File: src/rtl/fc_out_layer_pkg.sv
// Shared definitions for the fully-connected spiking output layer: FSM
// encodings, AER field positions (common with the pool stage) and the
// weight table that backs the synaptic ROM.
package fc_out_pkg;

  localparam int AER_W     = 12;
  localparam int AER_CH_HI = 11;
  localparam int AER_CH_LO = 10;
  localparam int AER_M_HI  = 9;
  localparam int AER_M_LO  = 5;
  localparam int AER_N_HI  = 4;
  localparam int AER_N_LO  = 0;

  localparam int ROM_AW = 16;
  localparam int ROM_DW = 8;

  typedef enum logic [1:0] {
    S_IDLE = 2'd0,
    S_RUN  = 2'd1,
    S_TAIL = 2'd2,
    S_CLR  = 2'd3
  } state_e;

  // Build a pooled spike address from its channel / row / column fields.
  function automatic logic [AER_W-1:0] aer_pack(input logic [1:0] ch,
                                                input logic [4:0] m,
                                                input logic [4:0] n);
    logic [AER_W-1:0] a;
    a = '0;
    a[AER_CH_HI:AER_CH_LO] = ch;
    a[AER_M_HI:AER_M_LO]   = m;
    a[AER_N_HI:AER_N_LO]   = n;
    return a;
  endfunction

  // Synaptic weight table indexed by {aer, neuron}. Unlisted entries are 0.
  function automatic logic signed [ROM_DW-1:0] weight_f(input logic [ROM_AW-1:0] addr);
    logic [AER_W-1:0]         aer;
    logic [3:0]               j;
    logic signed [ROM_DW-1:0] w;
    aer = addr[15:4];
    j   = addr[3:0];
    w   = '0;
    case (aer)
      12'h0A4, 12'h0A5: if (j == 4'd3) w = 8'sd127;
      12'h0A6:          if (j == 4'd3) w = 8'sd2;
      12'h100:          if (j == 4'd0) w = 8'sd127;
      12'h102:          if (j == 4'd0) w = 8'sd2;
      12'h010:          if (j == 4'd7) w = 8'sd16;
      12'h200:          if (j == 4'd1) w = 8'sh80;
      12'h201:          if (j == 4'd1) w = 8'sd127;
      12'h300:          if (j == 4'd5 || j == 4'd6) w = 8'sd100;
      12'h301:          if (j == 4'd5) w = 8'sd100;
      12'h3C7: begin
        case (j)
          4'd0:    w = 8'sd60;
          4'd1:    w = -8'sd30;
          4'd2:    w = 8'sd90;
          4'd3:    w = 8'sd127;
          4'd4:    w = 8'sh80;
          4'd5:    w = 8'sd45;
          4'd6:    w = 8'sd75;
          4'd7:    w = -8'sd5;
          4'd8:    w = 8'sd110;
          4'd9:    w = 8'sd33;
          default: w = '0;
        endcase
      end
      default: w = '0;
    endcase
    return w;
  endfunction

endpackage

File: src/rtl/fc_out_layer_if.sv
// Spike bus between the pool stage, this layer and its consumer.
// Handshake: pool_spike_emit_i and out_spike_valid_o are single-cycle
// strobes with no ready; the receiving side must take every pulse in the
// cycle it is high, and the payload is only meaningful while it is high.
interface fc_out_layer_if #(
  parameter int ID_W = 4
);
  logic [11:0]     pool_spike_aer_i;
  logic            pool_spike_emit_i;
  logic            out_spike_valid_o;
  logic [ID_W-1:0] out_spike_id_o;

  modport master (
    output pool_spike_aer_i,
    output pool_spike_emit_i,
    input  out_spike_valid_o,
    input  out_spike_id_o
  );

  modport slave (
    input  pool_spike_aer_i,
    input  pool_spike_emit_i,
    output out_spike_valid_o,
    output out_spike_id_o
  );
endinterface

File: src/rtl/fc_out_layer_weight_rom.sv
// Synchronous synaptic weight ROM: address in one cycle, weight out the next.
module fc_weight_rom
  import fc_out_pkg::*;
#(
  parameter int W_WIDTH = 8
) (
  input  logic                      work_clk,
  input  logic                      rst_n,
  input  logic [ROM_AW-1:0]         addr_i,
  output logic signed [W_WIDTH-1:0] data_o
);

  logic signed [W_WIDTH-1:0] data_d;
  logic signed [W_WIDTH-1:0] data_q;

  // Table lookup for the presented address.
  always_comb begin
    data_d = W_WIDTH'(weight_f(addr_i));
  end

  // Register the read data to give the one-cycle ROM latency.
  always_ff @(posedge work_clk or negedge rst_n) begin
    if (!rst_n) data_q <= '0;
    else        data_q <= data_d;
  end

  assign data_o = data_q;

endmodule

File: src/rtl/fc_out_layer.sv
// Fully-connected integrate-and-fire output layer. Pooled spikes are queued
// in a FIFO (the pool stage cannot be stalled), then each one is replayed
// against all N_OUT neurons: one ROM read per neuron, accumulate with
// saturation one cycle later, fire registered one cycle after that.
module fc_out_layer
  import fc_out_pkg::*;
#(
  parameter int N_OUT      = 10,
  parameter int ID_W       = 4,
  parameter int W_WIDTH    = 8,
  parameter int V_WIDTH    = 16,
  parameter int THRESH     = 256,
  parameter int FIFO_DEPTH = 16,
  parameter int FIFO_AW    = 4
) (
  input  logic           work_clk,
  input  logic           rst_n,
  fc_out_layer_if.slave  spk,
  input  logic           clear_i,
  output logic           busy_o,
  output logic           fifo_overflow_o,
  output logic [15:0]    drop_cnt_o,
  output state_e         dbg_state_o
);

  localparam logic [ID_W-1:0]           J_LAST    = ID_W'(N_OUT - 1);
  localparam logic [FIFO_AW:0]          FIFO_FULL = (FIFO_AW + 1)'(FIFO_DEPTH);
  localparam logic signed [V_WIDTH-1:0] V_MAX     = {1'b0, {(V_WIDTH-1){1'b1}}};
  localparam logic signed [V_WIDTH-1:0] V_MIN     = {1'b1, {(V_WIDTH-1){1'b0}}};
  localparam logic signed [V_WIDTH-1:0] V_THRESH  = V_WIDTH'(THRESH);

  state_e                    state_q, state_d;
  logic [AER_W-1:0]          fifo_mem_q [FIFO_DEPTH];
  logic [FIFO_AW-1:0]        wr_ptr_q, wr_ptr_d;
  logic [FIFO_AW-1:0]        rd_ptr_q, rd_ptr_d;
  logic [FIFO_AW:0]          fifo_cnt_q, fifo_cnt_d;
  logic [AER_W-1:0]          cur_aer_q, cur_aer_d;
  logic [ID_W-1:0]           j_q, j_d;
  logic                      acc_vld_q, acc_vld_d;
  logic [ID_W-1:0]           acc_idx_q, acc_idx_d;
  logic                      clr_pend_q, clr_pend_d;
  logic signed [V_WIDTH-1:0] v_q [N_OUT];
  logic signed [V_WIDTH-1:0] v_d [N_OUT];
  logic                      out_vld_q, out_vld_d;
  logic [ID_W-1:0]           out_id_q, out_id_d;
  logic                      ovf_q, ovf_d;
  logic [15:0]               drop_cnt_q, drop_cnt_d;

  logic                      fifo_empty, fifo_full;
  logic                      push, drop, pop, clr_req;
  logic [ROM_AW-1:0]         rom_addr;
  logic signed [W_WIDTH-1:0] rom_data;
  logic signed [V_WIDTH-1:0] v_cur;
  logic signed [V_WIDTH:0]   acc_sum;
  logic signed [V_WIDTH-1:0] acc_sat;
  logic                      acc_fire;

  fc_weight_rom #(.W_WIDTH(W_WIDTH)) u_rom (
    .work_clk (work_clk),
    .rst_n    (rst_n),
    .addr_i   (rom_addr),
    .data_o   (rom_data)
  );

  // FIFO status and the saturating accumulate for the neuron whose weight is on the ROM output.
  always_comb begin
    fifo_empty = (fifo_cnt_q == '0);
    fifo_full  = (fifo_cnt_q == FIFO_FULL);
    push       = spk.pool_spike_emit_i & ~fifo_full;
    drop       = spk.pool_spike_emit_i & fifo_full;
    clr_req    = clr_pend_q | clear_i;
    pop        = (state_q == S_IDLE) & ~clr_req & ~fifo_empty;
    rom_addr   = {cur_aer_q, j_q};
    v_cur      = v_q[acc_idx_q];
    acc_sum    = {v_cur[V_WIDTH-1], v_cur}
               + {{(V_WIDTH+1-W_WIDTH){rom_data[W_WIDTH-1]}}, rom_data};
    if (acc_sum[V_WIDTH] != acc_sum[V_WIDTH-1]) acc_sat = acc_sum[V_WIDTH] ? V_MIN : V_MAX;
    else                                        acc_sat = acc_sum[V_WIDTH-1:0];
    acc_fire   = (acc_sat >= V_THRESH);
  end

  // Next-state for the sequencer, FIFO pointers, membranes, fire output and drop bookkeeping.
  always_comb begin
    state_d    = state_q;
    wr_ptr_d   = wr_ptr_q;
    rd_ptr_d   = rd_ptr_q;
    fifo_cnt_d = fifo_cnt_q;
    cur_aer_d  = cur_aer_q;
    j_d        = j_q;
    acc_vld_d  = 1'b0;
    acc_idx_d  = acc_idx_q;
    clr_pend_d = clr_pend_q | clear_i;
    v_d        = v_q;
    out_vld_d  = 1'b0;
    out_id_d   = '0;
    ovf_d      = ovf_q;
    drop_cnt_d = drop_cnt_q;

    case (state_q)
      S_IDLE: begin
        if (clr_req) begin
          state_d = S_CLR;
        end else if (!fifo_empty) begin
          cur_aer_d = fifo_mem_q[rd_ptr_q];
          j_d       = '0;
          state_d   = S_RUN;
        end
      end
      S_RUN: begin
        acc_vld_d = 1'b1;
        acc_idx_d = j_q;
        j_d       = j_q + 1'b1;
        if (j_q == J_LAST) state_d = S_TAIL;
      end
      S_TAIL: state_d = S_IDLE;
      S_CLR: begin
        state_d    = S_IDLE;
        clr_pend_d = clear_i;
      end
      default: state_d = S_IDLE;
    endcase

    if (push) wr_ptr_d = wr_ptr_q + 1'b1;
    if (pop)  rd_ptr_d = rd_ptr_q + 1'b1;
    case ({push, pop})
      2'b10:   fifo_cnt_d = fifo_cnt_q + 1'b1;
      2'b01:   fifo_cnt_d = fifo_cnt_q - 1'b1;
      default: fifo_cnt_d = fifo_cnt_q;
    endcase

    if (drop) begin
      ovf_d = 1'b1;
      if (drop_cnt_q != 16'hFFFF) drop_cnt_d = drop_cnt_q + 16'd1;
    end

    if (acc_vld_q) begin
      v_d[acc_idx_q] = acc_fire ? '0 : acc_sat;
      out_vld_d      = acc_fire;
      out_id_d       = acc_fire ? acc_idx_q : '0;
    end

    if (state_q == S_CLR) begin
      for (int i = 0; i < N_OUT; i++) v_d[i] = '0;
      ovf_d      = 1'b0;
      drop_cnt_d = '0;
    end
  end

  // Control and datapath registers; reset aborts any spike in flight.
  always_ff @(posedge work_clk or negedge rst_n) begin
    if (!rst_n) begin
      state_q    <= S_IDLE;
      wr_ptr_q   <= '0;
      rd_ptr_q   <= '0;
      fifo_cnt_q <= '0;
      cur_aer_q  <= '0;
      j_q        <= '0;
      acc_vld_q  <= 1'b0;
      acc_idx_q  <= '0;
      clr_pend_q <= 1'b0;
      for (int i = 0; i < N_OUT; i++) v_q[i] <= '0;
      out_vld_q  <= 1'b0;
      out_id_q   <= '0;
      ovf_q      <= 1'b0;
      drop_cnt_q <= '0;
    end else begin
      state_q    <= state_d;
      wr_ptr_q   <= wr_ptr_d;
      rd_ptr_q   <= rd_ptr_d;
      fifo_cnt_q <= fifo_cnt_d;
      cur_aer_q  <= cur_aer_d;
      j_q        <= j_d;
      acc_vld_q  <= acc_vld_d;
      acc_idx_q  <= acc_idx_d;
      clr_pend_q <= clr_pend_d;
      v_q        <= v_d;
      out_vld_q  <= out_vld_d;
      out_id_q   <= out_id_d;
      ovf_q      <= ovf_d;
      drop_cnt_q <= drop_cnt_d;
    end
  end

  // FIFO storage; contents are don't-care until written, so no reset.
  always_ff @(posedge work_clk) begin
    if (push) fifo_mem_q[wr_ptr_q] <= spk.pool_spike_aer_i;
  end

  assign spk.out_spike_valid_o = out_vld_q;
  assign spk.out_spike_id_o    = out_id_q;
  assign busy_o                = (state_q != S_IDLE) | ~fifo_empty;
  assign fifo_overflow_o       = ovf_q;
  assign drop_cnt_o            = drop_cnt_q;
  assign dbg_state_o           = state_q;

endmodule
File: src/flat_wrapper.sv
// flat-port wrapper written by rule: the top's interface ports become plain ports
module fc_out_layer_flat import fc_out_pkg::*;
#(
  parameter int N_OUT      = 10,
  parameter int ID_W       = 4,
  parameter int W_WIDTH    = 8,
  parameter int V_WIDTH    = 16,
  parameter int THRESH     = 256,
  parameter int FIFO_DEPTH = 16,
  parameter int FIFO_AW    = 4
)
  (work_clk, rst_n, clear_i, busy_o, fifo_overflow_o, drop_cnt_o, dbg_state_o, spk_pool_spike_aer_i, spk_pool_spike_emit_i, spk_out_spike_valid_o, spk_out_spike_id_o);
  fc_out_layer_if #(.ID_W(ID_W)) spk_i ();
  input  logic work_clk;
  input  logic rst_n;
  input  logic clear_i;
  output logic busy_o;
  output logic fifo_overflow_o;
  output logic [15:0] drop_cnt_o;
  output state_e dbg_state_o;
  input wire logic [$bits(spk_i.pool_spike_aer_i)-1:0] spk_pool_spike_aer_i;
  input wire logic [$bits(spk_i.pool_spike_emit_i)-1:0] spk_pool_spike_emit_i;
  output wire logic [$bits(spk_i.out_spike_valid_o)-1:0] spk_out_spike_valid_o;
  output wire logic [$bits(spk_i.out_spike_id_o)-1:0] spk_out_spike_id_o;
  assign spk_i.pool_spike_aer_i = spk_pool_spike_aer_i;
  assign spk_i.pool_spike_emit_i = spk_pool_spike_emit_i;
  assign spk_out_spike_valid_o = spk_i.out_spike_valid_o;
  assign spk_out_spike_id_o = spk_i.out_spike_id_o;
  fc_out_layer #(.N_OUT(N_OUT), .ID_W(ID_W), .W_WIDTH(W_WIDTH), .V_WIDTH(V_WIDTH), .THRESH(THRESH), .FIFO_DEPTH(FIFO_DEPTH), .FIFO_AW(FIFO_AW)) u_core (.work_clk(work_clk), .rst_n(rst_n), .spk(spk_i), .clear_i(clear_i), .busy_o(busy_o), .fifo_overflow_o(fifo_overflow_o), .drop_cnt_o(drop_cnt_o), .dbg_state_o(dbg_state_o));
endmodule
File: config.mk
export PLATFORM = sky130hd
export DESIGN_NAME = fc_out_layer_flat
export DESIGN_NICKNAME = d
export VERILOG_FILES = /design/src/rtl/fc_out_layer_pkg.sv /design/src/rtl/fc_out_layer_if.sv /design/src/rtl/fc_out_layer_weight_rom.sv /design/src/rtl/fc_out_layer.sv /design/src/flat_wrapper.sv
export SDC_FILE = /design/constraint.sdc
export NUM_CORES = 1
export LEC_CHECK = 0
export BUFFER_PORTS_ARGS = -buffer_cell sky130_fd_sc_hd__clkbuf_2
export CAP_MARGIN = 30
export CELL_PAD_IN_SITES_DETAIL_PLACEMENT = 1
export CELL_PAD_IN_SITES_GLOBAL_PLACEMENT = 1
export CORE_UTILIZATION = 50
export DETAILED_ROUTE_END_ITERATION = 12
export GPL_TIMING_DRIVEN = 0
export PLACE_DENSITY = 0.88
export SYNTH_ARGS = -nofsm -noshare
export SYNTH_HDL_FRONTEND = slang
export SYNTH_SLANG_ARGS = --single-unit
File: constraint.sdc
create_clock -name work_clk -period 6 [get_ports work_clk]
set_input_delay 0.3 -clock work_clk [delete_from_list [all_inputs] [get_ports work_clk]]
set_output_delay 0.3 -clock work_clk [all_outputs]
set_load 0.03 [all_outputs]
==> impl_results.md <==
* Outcome: completed
* Worst r2r dst: u_core.spk.out_spike_id_o[2]$_DFF_PN0_
* Final TNS setup at 0 ps
* Commonest non-fill, non-tap cell in the layout: dfrtp_1
* Met3 WL at 2620 um
* Minimum clock period at 5840 ps
* Clk sinks at 419
* Cts bufs inserted at 43
* # port buffers at 40
* Setup WS post-layout at 161 ps
* Core Region at 36600 sq um
* Unrepaired setup endpoints after global routing: no
* Number of remaining DRC errors at 0
* Clk Latency, worst-skew pair at 580 ps
* VDD IR max at 0.000378 V
* Hold EP: u_core.fifo_mem_q[14][11]$_DFFE_PP_
* Flops & latches, synth at 419
* Hold Crit Depth at 1
* Die Ht at 195 um
* Critical path class: reg2reg
* CTS Buffer Depth at 3
* Area Overhead vs Synth at 13.8%
* Max layer used: met4
* CP arrival at 6270 ps
* TritonRoute pass-1 iters at 5
* H-tree Lvls at 2
* First-pass GRT wire length at 86400 um
* CP Max Fanout at 10
* Starting DRT DRC Count at 1191
* CTS tree: yes
* Clock Tree Root: clkbuf_16
* Final Hold Fails at 0
* Synth unique cells at 72
* Routed len/inst at 27.3 um
* Wirelength, routed at 56000 um
* Design area at 21200 sq um
* HP Class: in2reg
* Drt via density at 6.40
* Leak Pwr at 8.44 nW
* Setup crit end kind: register
* Commonest non-fill, non-tap cells in the layout: dfrtp_1, nand2_1, edfxtp_1
* Reg clk slew, reported paths at 70 ps
* # placed instances at 1965
* Vias at 13100
* Setup-failing EPs final at 0
* Worst Tran Pin Value at 1010 ps
* Met2 routed wirelength at 29300 um
* Final period utilization at 97.3%
* M1 WL at 21600 um
* Synthesized area at 18600 sq um
* Initial Utilization at 50.8%
* Placer Congestion at 0.887
* Worst EP required at 6430 ps
* Slew Limit Fails at 0
* Cell Rows at 70
* Cells after synthesis at 1436
* Hpwl dp at 35600 um
* Worst reg2reg path depth at 16
* Ys flop type: dfrtp_1
* N_diodes at 0
* Vias in the first global route at 14300
* Slew headroom at 32.4%
* Post-synth EDFFs at 192
* Max_cap viols at 0
* Setup WS pre-CTS at 246 ps
* Gr ovfl total at 0
* Upper clock frequency limit at 171 MHz
* Final Non-Filler Cells at 2049
* Mapped Nets at 1485
* Die W at 195 um
* # IOs at 41
* Tot Pwr at 0.00873 W
* Largest net degree at the start of global routing at 99
* Routed Antenna Nets at 0
* Clock Skews at 37.7 ps
* Yosys Warn Count at 0
* Worst reg2reg path startpoint: u_core.acc_idx_q[2]$_DFFE_PN0P_
* DP Area at 19700 sq um
* Initial antenna violation count at 0
* Startpoint class of the critical path: register
* Layout Nets at 1596
* Total track usage at 30.2%
* Pwr dens at 412 nW/um^2
* Ys async rst share at 54.2%
* Flop2flop setup slack at 160 ps
* Worst hold start: spk_pool_spike_aer_i[11]
* Mapped Avg Cell Area at 13.0 sq um
* Layout cells sized above 1 at 16.2%
* Sequential share of the synthesized area at 61.5%
* Die area at 38000 sq um
## worst max-delay path: stages, from the launching register on
cell	delay, ps
dfrtp_1	400
clkbuf_1	330
nand2b_1	300
nor2_1	580
clkbuf_1	540
a22oi_1	180
o21ai_0	170
ha_1	350
a21oi_1	300
nand2b_1	120
o2111a_1	300
o41a_2	410
xnor2_2	320
nand4_1	290
o311ai_1	400
o21ai_1	350
and3_1	350
## logic make-up (layout without fill, tap and decap cells)
group / Yosys count / after routing / synth area share (%)
XOR/XNOR: 36 / 36 / 1.73
adder cells (fa/ha/maj): 33 / 33 / 2.30
buffers and inverters: 109 / 254 / 2.33
AO/OA/AOI/OAI: 296 / 296 / 9.49
flip-flops: 419 / 419 / 61.5
AND/OR/NAND/NOR: 428 / 428 / 10.3
multiplexers: 115 / 115 / 12.4
## area by class of cell
type	count	area, sq um
Fill cell	3616	15400
Sequential cell	419	11400
Multi-Input combinational cell	908	6760
Clock buffer	61	1200
Tap cell	468	586
Timing Repair Buffer	66	520
Buffer	84	343
Clock inverter	18	226
Inverter	25	93.8
## per-layer routing
| metal | track usage (%) | up-vias |
|---|---|---|
| met1 | 36.9 | 6940 |
| met3 | 3.90 | 162 |
| met5 | 0 | - |
| met2 | 53.5 | 497 |
| li1 | - | 5518 |
| met4 | 13.7 | 0 |
## worst max-delay path by stage
| stage | to | cells past startpoint | start | slack (ps) |
|---|---|---|---|---|
| finish | u_core.spk.out_spike_id_o[2]$_DFF_PN0_ | 16 | u_core.acc_idx_q[2]$_DFFE_PN0P_ | 160 |
| detailed placement | u_core.spk.out_spike_id_o[2]$_DFF_PN0_ | 16 | u_core.acc_idx_q[0]$_DFFE_PN0P_ | 250 |
| global placement | u_core.v_q[50]$_DFFE_PN0P_ | 15 | u_core.acc_idx_q[0]$_DFFE_PN0P_ | 40 |
| global route | u_core.spk.out_spike_id_o[2]$_DFF_PN0_ | 17 | u_core.acc_idx_q[2]$_DFFE_PN0P_ | 3 |
| floorplan | u_core.v_q[12]$_DFFE_PN0P_ | 19 | u_core.acc_idx_q[0]$_DFFE_PN0P_ | 1500 |
| CTS | u_core.spk.out_spike_id_o[2]$_DFF_PN0_ | 16 | u_core.acc_idx_q[0]$_DFFE_PN0P_ | 50 |
## registers in the layout, indices dropped and copies added, names as in the netlist, 5 cells and up
register             flops
u_core.fifo_mem_q      192
u_core.u_rom.data_o      8
u_core.fifo_cnt_q        5
u_core.drop_cnt_o       16
u_core.cur_aer_q        12
u_core.v_q             160
## synth_stat cells (4+ instances only)
cell	instances	area, sq um
dfrtp_1	227	5680
nand2_1	216	811
edfxtp_1	192	5770
o21ai_0	168	841
mux4_2	92	2070
nor2_1	90	338
clkbuf_1	67	251
a21oi_1	35	175
ha_1	31	388
nand3_1	29	145
a22oi_1	27	203
inv_1	24	90.1
xor2_1	20	175
mux2i_1	19	190
xnor2_1	15	131
nand2b_1	14	87.6
and3_1	13	81.3
nand4_1	13	81.3
buf_1	12	45.0
nor3_1	12	60.1
a21o_1	10	75.1
a31oi_1	7	43.8
and2_1	7	43.8
a22o_1	6	52.6
nor2b_1	6	37.5
o21a_1	5	37.5
mux2_2	4	45.0
nand2_2	4	25.0
or3_1	4	25.0
or4_1	4	30.0
## power by group
group | internal, W | total (W) | switching, W
clock network | 0.00158 | 0.00276 | 0.00118
registers | 0.00327 | 0.00345 | 0.000180
logic | 0.000882 | 0.00252 | 0.00164
## per-stage QoR
step           hold slack (ps)  util, %
6_report                   135     57.8
5_1_grt                    126     57.8
4_1_cts                    101     57.7
3_5_place_dp               333     53.8
3_3_place_gp               456     53.0
2_1_floorplan             4.41        -
## timing repair
| item | CTS | global route |
|---|---|---|
| setup endpoints to repair | 0 | 65 |
| hold buffers | 2 | 0 |
| buffers inserted | 0 | 0 |
| hold endpoints to repair | 66 | 0 |
| resized for setup | 0 | 4 |
No activity file was read; power rests on OpenSTA's default activity.
